`config.mk`:
```
export PLATFORM = sky130hd
export DESIGN_NAME = cache_control_flat
export DESIGN_NICKNAME = d
export VERILOG_FILES = /design/src/rtl/cache_control_if.sv /design/src/rtl/cache_control.sv /design/src/flat_wrapper.sv
export SDC_FILE = /design/constraint.sdc
export NUM_CORES = 1
export LEC_CHECK = 0
export BUFFER_PORTS_ARGS = -buffer_cell sky130_fd_sc_hd__buf_2
export CORE_MARGIN = 1
export CORE_UTILIZATION = 40
export DETAILED_ROUTE_END_ITERATION = 6
export GPL_TIMING_DRIVEN = 0
export HOLD_SLACK_MARGIN = 0.12
export PLACE_DENSITY = 0.75
export SETUP_SLACK_MARGIN = 0.2
export SLEW_MARGIN = 15
export SYNTH_ARGS = -nofsm -noshare
export SYNTH_HDL_FRONTEND = slang
export SYNTH_SLANG_ARGS = --single-unit
```
`constraint.sdc`:
```
create_clock -name clk -period 6.1 [get_ports clk]
set_input_delay 1.22 -clock clk [delete_from_list [all_inputs] [get_ports clk]]
set_output_delay 1.22 -clock clk [all_outputs]
set_load 0.01 [all_outputs]
```
`src/rtl/cache_control_if.sv`:
```
// Bundle of CPU request, datapath status, physical-memory handshake and
// datapath load strobes shared between the cache controller and its environment.
interface cache_control_if;
  logic mem_read;
  logic mem_write;
  logic mem_resp;
  logic valid_in;
  logic dirty_in;
  logic tag_match;
  logic pmem_resp;
  logic pmem_read;
  logic pmem_write;
  logic pmem_addr_sel;
  logic data_load;
  logic data_sel;
  logic tag_load;
  logic valid_load;
  logic dirty_load;
  logic dirty_value;

  modport master (
    output mem_read, mem_write, valid_in, dirty_in, tag_match, pmem_resp,
    input  mem_resp, pmem_read, pmem_write, pmem_addr_sel, data_load,
           data_sel, tag_load, valid_load, dirty_load, dirty_value
  );

  modport slave (
    input  mem_read, mem_write, valid_in, dirty_in, tag_match, pmem_resp,
    output mem_resp, pmem_read, pmem_write, pmem_addr_sel, data_load,
           data_sel, tag_load, valid_load, dirty_load, dirty_value
  );
endinterface

```
`src/rtl/cache_control.sv`:
```
// Control FSM for a direct-mapped L1 cache: hit handling, write-back and
// line-fill sequencing, plus saturating hit/miss/write-back event counters.
module cache_control #(
  parameter int COUNT_WIDTH = 16
) (
  input  logic                   clk,
  input  logic                   reset,
  cache_control_if.slave         bus,
  output logic [COUNT_WIDTH-1:0] hit_count,
  output logic [COUNT_WIDTH-1:0] miss_count,
  output logic [COUNT_WIDTH-1:0] wb_count
);

  typedef enum logic [1:0] {
    S_IDLE      = 2'd0,
    S_WRITEBACK = 2'd1,
    S_FILL      = 2'd2
  } state_e;

  state_e                 state_q, state_d;
  logic                   retry_q, retry_d;
  logic [COUNT_WIDTH-1:0] hit_q, miss_q, wb_q;
  logic                   hit_inc, miss_inc, wb_inc;
  logic                   req, hit;

  function automatic logic [COUNT_WIDTH-1:0] sat_inc(
    input logic [COUNT_WIDTH-1:0] v,
    input logic                   en
  );
    if (en && (v != {COUNT_WIDTH{1'b1}})) return v + COUNT_WIDTH'(1);
    return v;
  endfunction

  // A simultaneous read and write is handled as a write.
  assign req = bus.mem_read | bus.mem_write;
  assign hit = bus.valid_in & bus.tag_match;

  always_comb begin
    state_d           = state_q;
    retry_d           = retry_q;
    hit_inc           = 1'b0;
    miss_inc          = 1'b0;
    wb_inc            = 1'b0;
    bus.mem_resp      = 1'b0;
    bus.pmem_read     = 1'b0;
    bus.pmem_write    = 1'b0;
    bus.pmem_addr_sel = 1'b0;
    bus.data_load     = 1'b0;
    bus.data_sel      = 1'b0;
    bus.tag_load      = 1'b0;
    bus.valid_load    = 1'b0;
    bus.dirty_load    = 1'b0;
    bus.dirty_value   = 1'b0;
    unique case (state_q)
      S_IDLE: begin
        retry_d = 1'b0;
        if (req) begin
          if (hit) begin
            bus.mem_resp = 1'b1;
            hit_inc      = ~retry_q;
            if (bus.mem_write) begin
              bus.data_load   = 1'b1;
              bus.dirty_load  = 1'b1;
              bus.dirty_value = 1'b1;
            end
          end else begin
            miss_inc = 1'b1;
            if (bus.valid_in && bus.dirty_in) begin
              wb_inc  = 1'b1;
              state_d = S_WRITEBACK;
            end else begin
              state_d = S_FILL;
            end
          end
        end
      end
      S_WRITEBACK: begin
        bus.pmem_write    = 1'b1;
        bus.pmem_addr_sel = 1'b1;
        if (bus.pmem_resp) state_d = S_FILL;
      end
      S_FILL: begin
        bus.pmem_read = 1'b1;
        // The filled line is written clean; a pending write re-dirties it on retry.
        if (bus.pmem_resp) begin
          bus.data_load  = 1'b1;
          bus.data_sel   = 1'b1;
          bus.tag_load   = 1'b1;
          bus.valid_load = 1'b1;
          bus.dirty_load = 1'b1;
          retry_d        = 1'b1;
          state_d        = S_IDLE;
        end
      end
      default: state_d = S_IDLE;
    endcase
  end

  always_ff @(posedge clk) begin
    if (reset) begin
      state_q <= S_IDLE;
      retry_q <= 1'b0;
      hit_q   <= '0;
      miss_q  <= '0;
      wb_q    <= '0;
    end else begin
      state_q <= state_d;
      retry_q <= retry_d;
      hit_q   <= sat_inc(hit_q, hit_inc);
      miss_q  <= sat_inc(miss_q, miss_inc);
      wb_q    <= sat_inc(wb_q, wb_inc);
    end
  end

  assign hit_count  = hit_q;
  assign miss_count = miss_q;
  assign wb_count   = wb_q;

endmodule
```
`src/flat_wrapper.sv`:
```
// flat-port wrapper written by rule: the top's interface ports become plain ports
module cache_control_flat 
#(
  parameter int COUNT_WIDTH = 16
)
  (clk, reset, hit_count, miss_count, wb_count, bus_mem_read, bus_mem_write, bus_valid_in, bus_dirty_in, bus_tag_match, bus_pmem_resp, bus_mem_resp, bus_pmem_read, bus_pmem_write, bus_pmem_addr_sel, bus_data_load, bus_data_sel, bus_tag_load, bus_valid_load, bus_dirty_load, bus_dirty_value);
  cache_control_if bus_i ();
  input  logic clk;
  input  logic reset;
  output logic [COUNT_WIDTH-1:0] hit_count;
  output logic [COUNT_WIDTH-1:0] miss_count;
  output logic [COUNT_WIDTH-1:0] wb_count;
  input wire logic [$bits(bus_i.mem_read)-1:0] bus_mem_read;
  input wire logic [$bits(bus_i.mem_write)-1:0] bus_mem_write;
  input wire logic [$bits(bus_i.valid_in)-1:0] bus_valid_in;
  input wire logic [$bits(bus_i.dirty_in)-1:0] bus_dirty_in;
  input wire logic [$bits(bus_i.tag_match)-1:0] bus_tag_match;
  input wire logic [$bits(bus_i.pmem_resp)-1:0] bus_pmem_resp;
  output wire logic [$bits(bus_i.mem_resp)-1:0] bus_mem_resp;
  output wire logic [$bits(bus_i.pmem_read)-1:0] bus_pmem_read;
  output wire logic [$bits(bus_i.pmem_write)-1:0] bus_pmem_write;
  output wire logic [$bits(bus_i.pmem_addr_sel)-1:0] bus_pmem_addr_sel;
  output wire logic [$bits(bus_i.data_load)-1:0] bus_data_load;
  output wire logic [$bits(bus_i.data_sel)-1:0] bus_data_sel;
  output wire logic [$bits(bus_i.tag_load)-1:0] bus_tag_load;
  output wire logic [$bits(bus_i.valid_load)-1:0] bus_valid_load;
  output wire logic [$bits(bus_i.dirty_load)-1:0] bus_dirty_load;
  output wire logic [$bits(bus_i.dirty_value)-1:0] bus_dirty_value;
  assign bus_i.mem_read = bus_mem_read;
  assign bus_i.mem_write = bus_mem_write;
  assign bus_i.valid_in = bus_valid_in;
  assign bus_i.dirty_in = bus_dirty_in;
  assign bus_i.tag_match = bus_tag_match;
  assign bus_i.pmem_resp = bus_pmem_resp;
  assign bus_mem_resp = bus_i.mem_resp;
  assign bus_pmem_read = bus_i.pmem_read;
  assign bus_pmem_write = bus_i.pmem_write;
  assign bus_pmem_addr_sel = bus_i.pmem_addr_sel;
  assign bus_data_load = bus_i.data_load;
  assign bus_data_sel = bus_i.data_sel;
  assign bus_tag_load = bus_i.tag_load;
  assign bus_valid_load = bus_i.valid_load;
  assign bus_dirty_load = bus_i.dirty_load;
  assign bus_dirty_value = bus_i.dirty_value;
  cache_control #(.COUNT_WIDTH(COUNT_WIDTH)) u_core (.clk(clk), .reset(reset), .bus(bus_i), .hit_count(hit_count), .miss_count(miss_count), .wb_count(wb_count));
endmodule
```
==> results.cfg <==
[run_status]
status = completed

[drt]
drt_iter0_drc = 149
met2_length_um = 2680
vias_per_cell = 5.43
wire_per_inst_um = 12.9
routed.top_layer = met4
drc = 0
wl_met1_um = 2830
dr_total_vias = 2510
wl_met3_um = 390
drt-pass1-iter-count = 5
finalWirelength_um = 5980
ant_nets = 0

[final_layout]
nFillCells = 633
final_nets = 396
design_area_um2 = 3110
syn2layout_area_growth_pct = 19.3
fin_cells = 462
drive_gt1_frac = 0.216
insertedDiodeCount = 0

[die]
die_h_um = 82.7
rows = 29
die-area_um2 = 6850
io_pins = 66
start_util = 0.413
coreArea_um2 = 6310
die_w_um = 82.7

[setup_path]
start_kind = primary input
path_buf_inv = 3
crit_fanout = 5
crit_chain = buf_2 > and2_1 > and3_1 > or2_2 > buf_4 > buf_2
cp_data_required_time_ns = 4.88
critPathCaptureType = output pin
cpLargestDelayFamily = simple AND/OR/NAND/NOR gates
worst_ep_arrival_time_ns = 2.31
critical_path.most_common_cell = buf_2
crit_type = primary input to output pin
cpPeakStageDelay_ns = 0.30
cpMaxStageDelayCell = or2_2

[run]
maxCapViolCount = 0

[sta]
rsz0062_at_grt = no
setup-violations-final = 0
fmax_mhz = 284
finalWorstSetupSlack_ns = 2.57
fin_skew_ns = 0.00610
slew_headroom = 0.332
tightest_slew_ns = 0.992
hold_violations = 0
maxSlewViolCount = 0
min_period_ns = 3.53
min_period_over_period = 0.578
fin_setup_tns_ns = 0

[power_and_ir_drop]
leakage_nw = 1.25
p_int_mw = 0.447
p_per_area_nw_per_um2 = 188
swShare = 0.238
total_power_mw = 0.586
seqPwrFrac = 0.584
switching_power_mw = 0.139
vdd_drop_max_uv = 108
combPwrFrac = 0.086
clkPwrFrac = 0.331

[global_route]
track_usage = 0.180
grt_max_degree = 15
grt_pass1_wl_um = 9470
grt_pass1_vias = 2096
gr-total-overflow = 0
antenna_found_initial = 0

[logic_synthesis]
synthFlopType = dfxtp_1
yosys_warnings = 0
ys_types = 36
synth_top_family_by_area = simple AND/OR/NAND/NOR gates
yosys.area_share.simple = 0.364
synth_compound_area_frac = 0.0528
syn_nets = 325
synth_mux_area_frac = 0.0250
avgSynthCellArea_um2 = 8.30
syn_inst = 314
synth_edf_count = 0
seq_area_frac_synth = 0.392
yosys.area_share.adder = 0.0144
synth-seq-cells = 51
synth-async-reset-ratio = 0
syn_area_um2 = 2610
synth_xor_area_frac = 0.118

[clock_network]
postCtsHoldBufs = 0
clockBufferDepth = 2
cts_sinks = 51
post_cts_buffers = 0
numCtsBuffers = 5
path_clk_slew_ns = 0.08
ctsResizeCount = 0
htreeDepth = 2
cts_root_buf = clkbuf_8
clock_latency_ns = 0.29
cts_tree = yes

[placement]
placed_area_um2 = 3020
port_buffers = 64
dp_hpwl_um = 4540
gp_congestion = 0.893
place_ws_ns = 2.57
dp.cells = 455

[min_path]
hp-class = register to register
[cell type report]
cell class	instances	area, um^2	area share
clock buffers	6	82.6	0.0265
inverters	4	15.0	0.00483
multi-input cells	243	1500	0.481
plain buffers	16	75.1	0.0241
repair buffers	64	320	0.103
well taps	77	96.3	0.0310
clock inverters	1	5.00	0.00161
flip-flops and latches	51	1020	0.328
[cells in the final DEF (no fill, tap or decap), types with 4 or more instances in the layout]
cell / instances
buf_2: 64
buf_4: 4
nor2_1: 50
mux2i_1: 5
clkbuf_1: 12
xor2_1: 9
dfxtp_1: 51
and2_1: 7
a21oi_1: 10
o21ai_0: 5
inv_1: 4
nand4_1: 20
or2_2: 4
nor4_1: 16
clkbuf_8: 6
nor3_1: 15
nand3_1: 14
and3_1: 10
xnor2_1: 26
nand2_1: 18
and4_1: 6
[state kept, by name, indices dropped and copies added (netlist names)]
name and flops:
u_core.miss_count 16, u_core.state_q 2, u_core.hit_count 16, u_core.wb_count 16, u_core.retry_q 1
[cells by family after synthesis]
kind of cell,Yosys count
AO/OA/AOI/OAI,23
XOR/XNOR,35
adder cells (fa/ha/maj),3
buffers and inverters,20
flip-flops,51
multiplexers,6
AND/OR/NAND/NOR,176
[per-layer routing]
layer	global-route usage	vias up
li1	-	1264
met1	0.236	1143
met2	0.293	95
met3	0.0319	8
met4	0.0638	0
met5	0	-
[path summary, 6_finish.rpt]
path | from | to | slack (ns) | depth (start not counted)
setup / recovery | bus_tag_match | bus_dirty_load | 2.57 | 6
hold reg to reg | u_core.retry_q | u_core.retry_q | 0.51 | 2
hold / removal | u_core.retry_q | u_core.retry_q | 0.51 | 2
setup reg to reg | u_core.miss_count[0] | u_core.miss_count[1] | 3.73 | 6
[worst register-to-register path, stage by stage (launching register included)]
cell	delay, ns
dfxtp_1	0.41
ha_1	0.22
nand3_1	0.17
nor4_1	0.89
a21oi_1	0.29
mux2i_1	0.22
nor2_1	0.05
[per-stage QoR]
step	util	hold slack, ns
floorplan	-	0.479
global route	0.493	0.556
detailed placement	0.479	0.498
CTS	0.493	0.517
finish	0.493	0.512
global placement	0.479	0.504
[synthesized netlist by cell type (4+ instances only)]
cell type,number,area [um^2]
a21oi_1,10,50.1
and2_1,7,43.8
and3_1,10,62.6
and4_1,6,52.6
buf_4,4,30.0
clkbuf_1,12,45.0
dfxtp_1,51,1020
inv_1,4,15.0
mux2i_1,5,50.1
nand2_1,18,67.6
nand3_1,14,70.1
nand4_1,20,125
nor2_1,50,188
nor3_1,15,75.1
nor4_1,16,100
o21ai_0,5,25.0
or2_2,4,25.0
xnor2_1,26,228
xor2_1,9,78.8
[power groups by stage]
| stage | clock (mW) | sequential [mW] | combinational [mW] |
|---|---|---|---|
| 2_1_floorplan | 0 | 0.351 | 0.0313 |
| 3_5_place_dp | 0 | 0.350 | 0.0506 |
| 6_report | 0.194 | 0.342 | 0.0502 |
| 5_1_grt | 0.208 | 0.343 | 0.0569 |
| 3_3_place_gp | 0 | 0.350 | 0.0495 |
| 4_1_cts | 0.202 | 0.342 | 0.0507 |
Note: power is estimated with default switching activity, not from simulation.
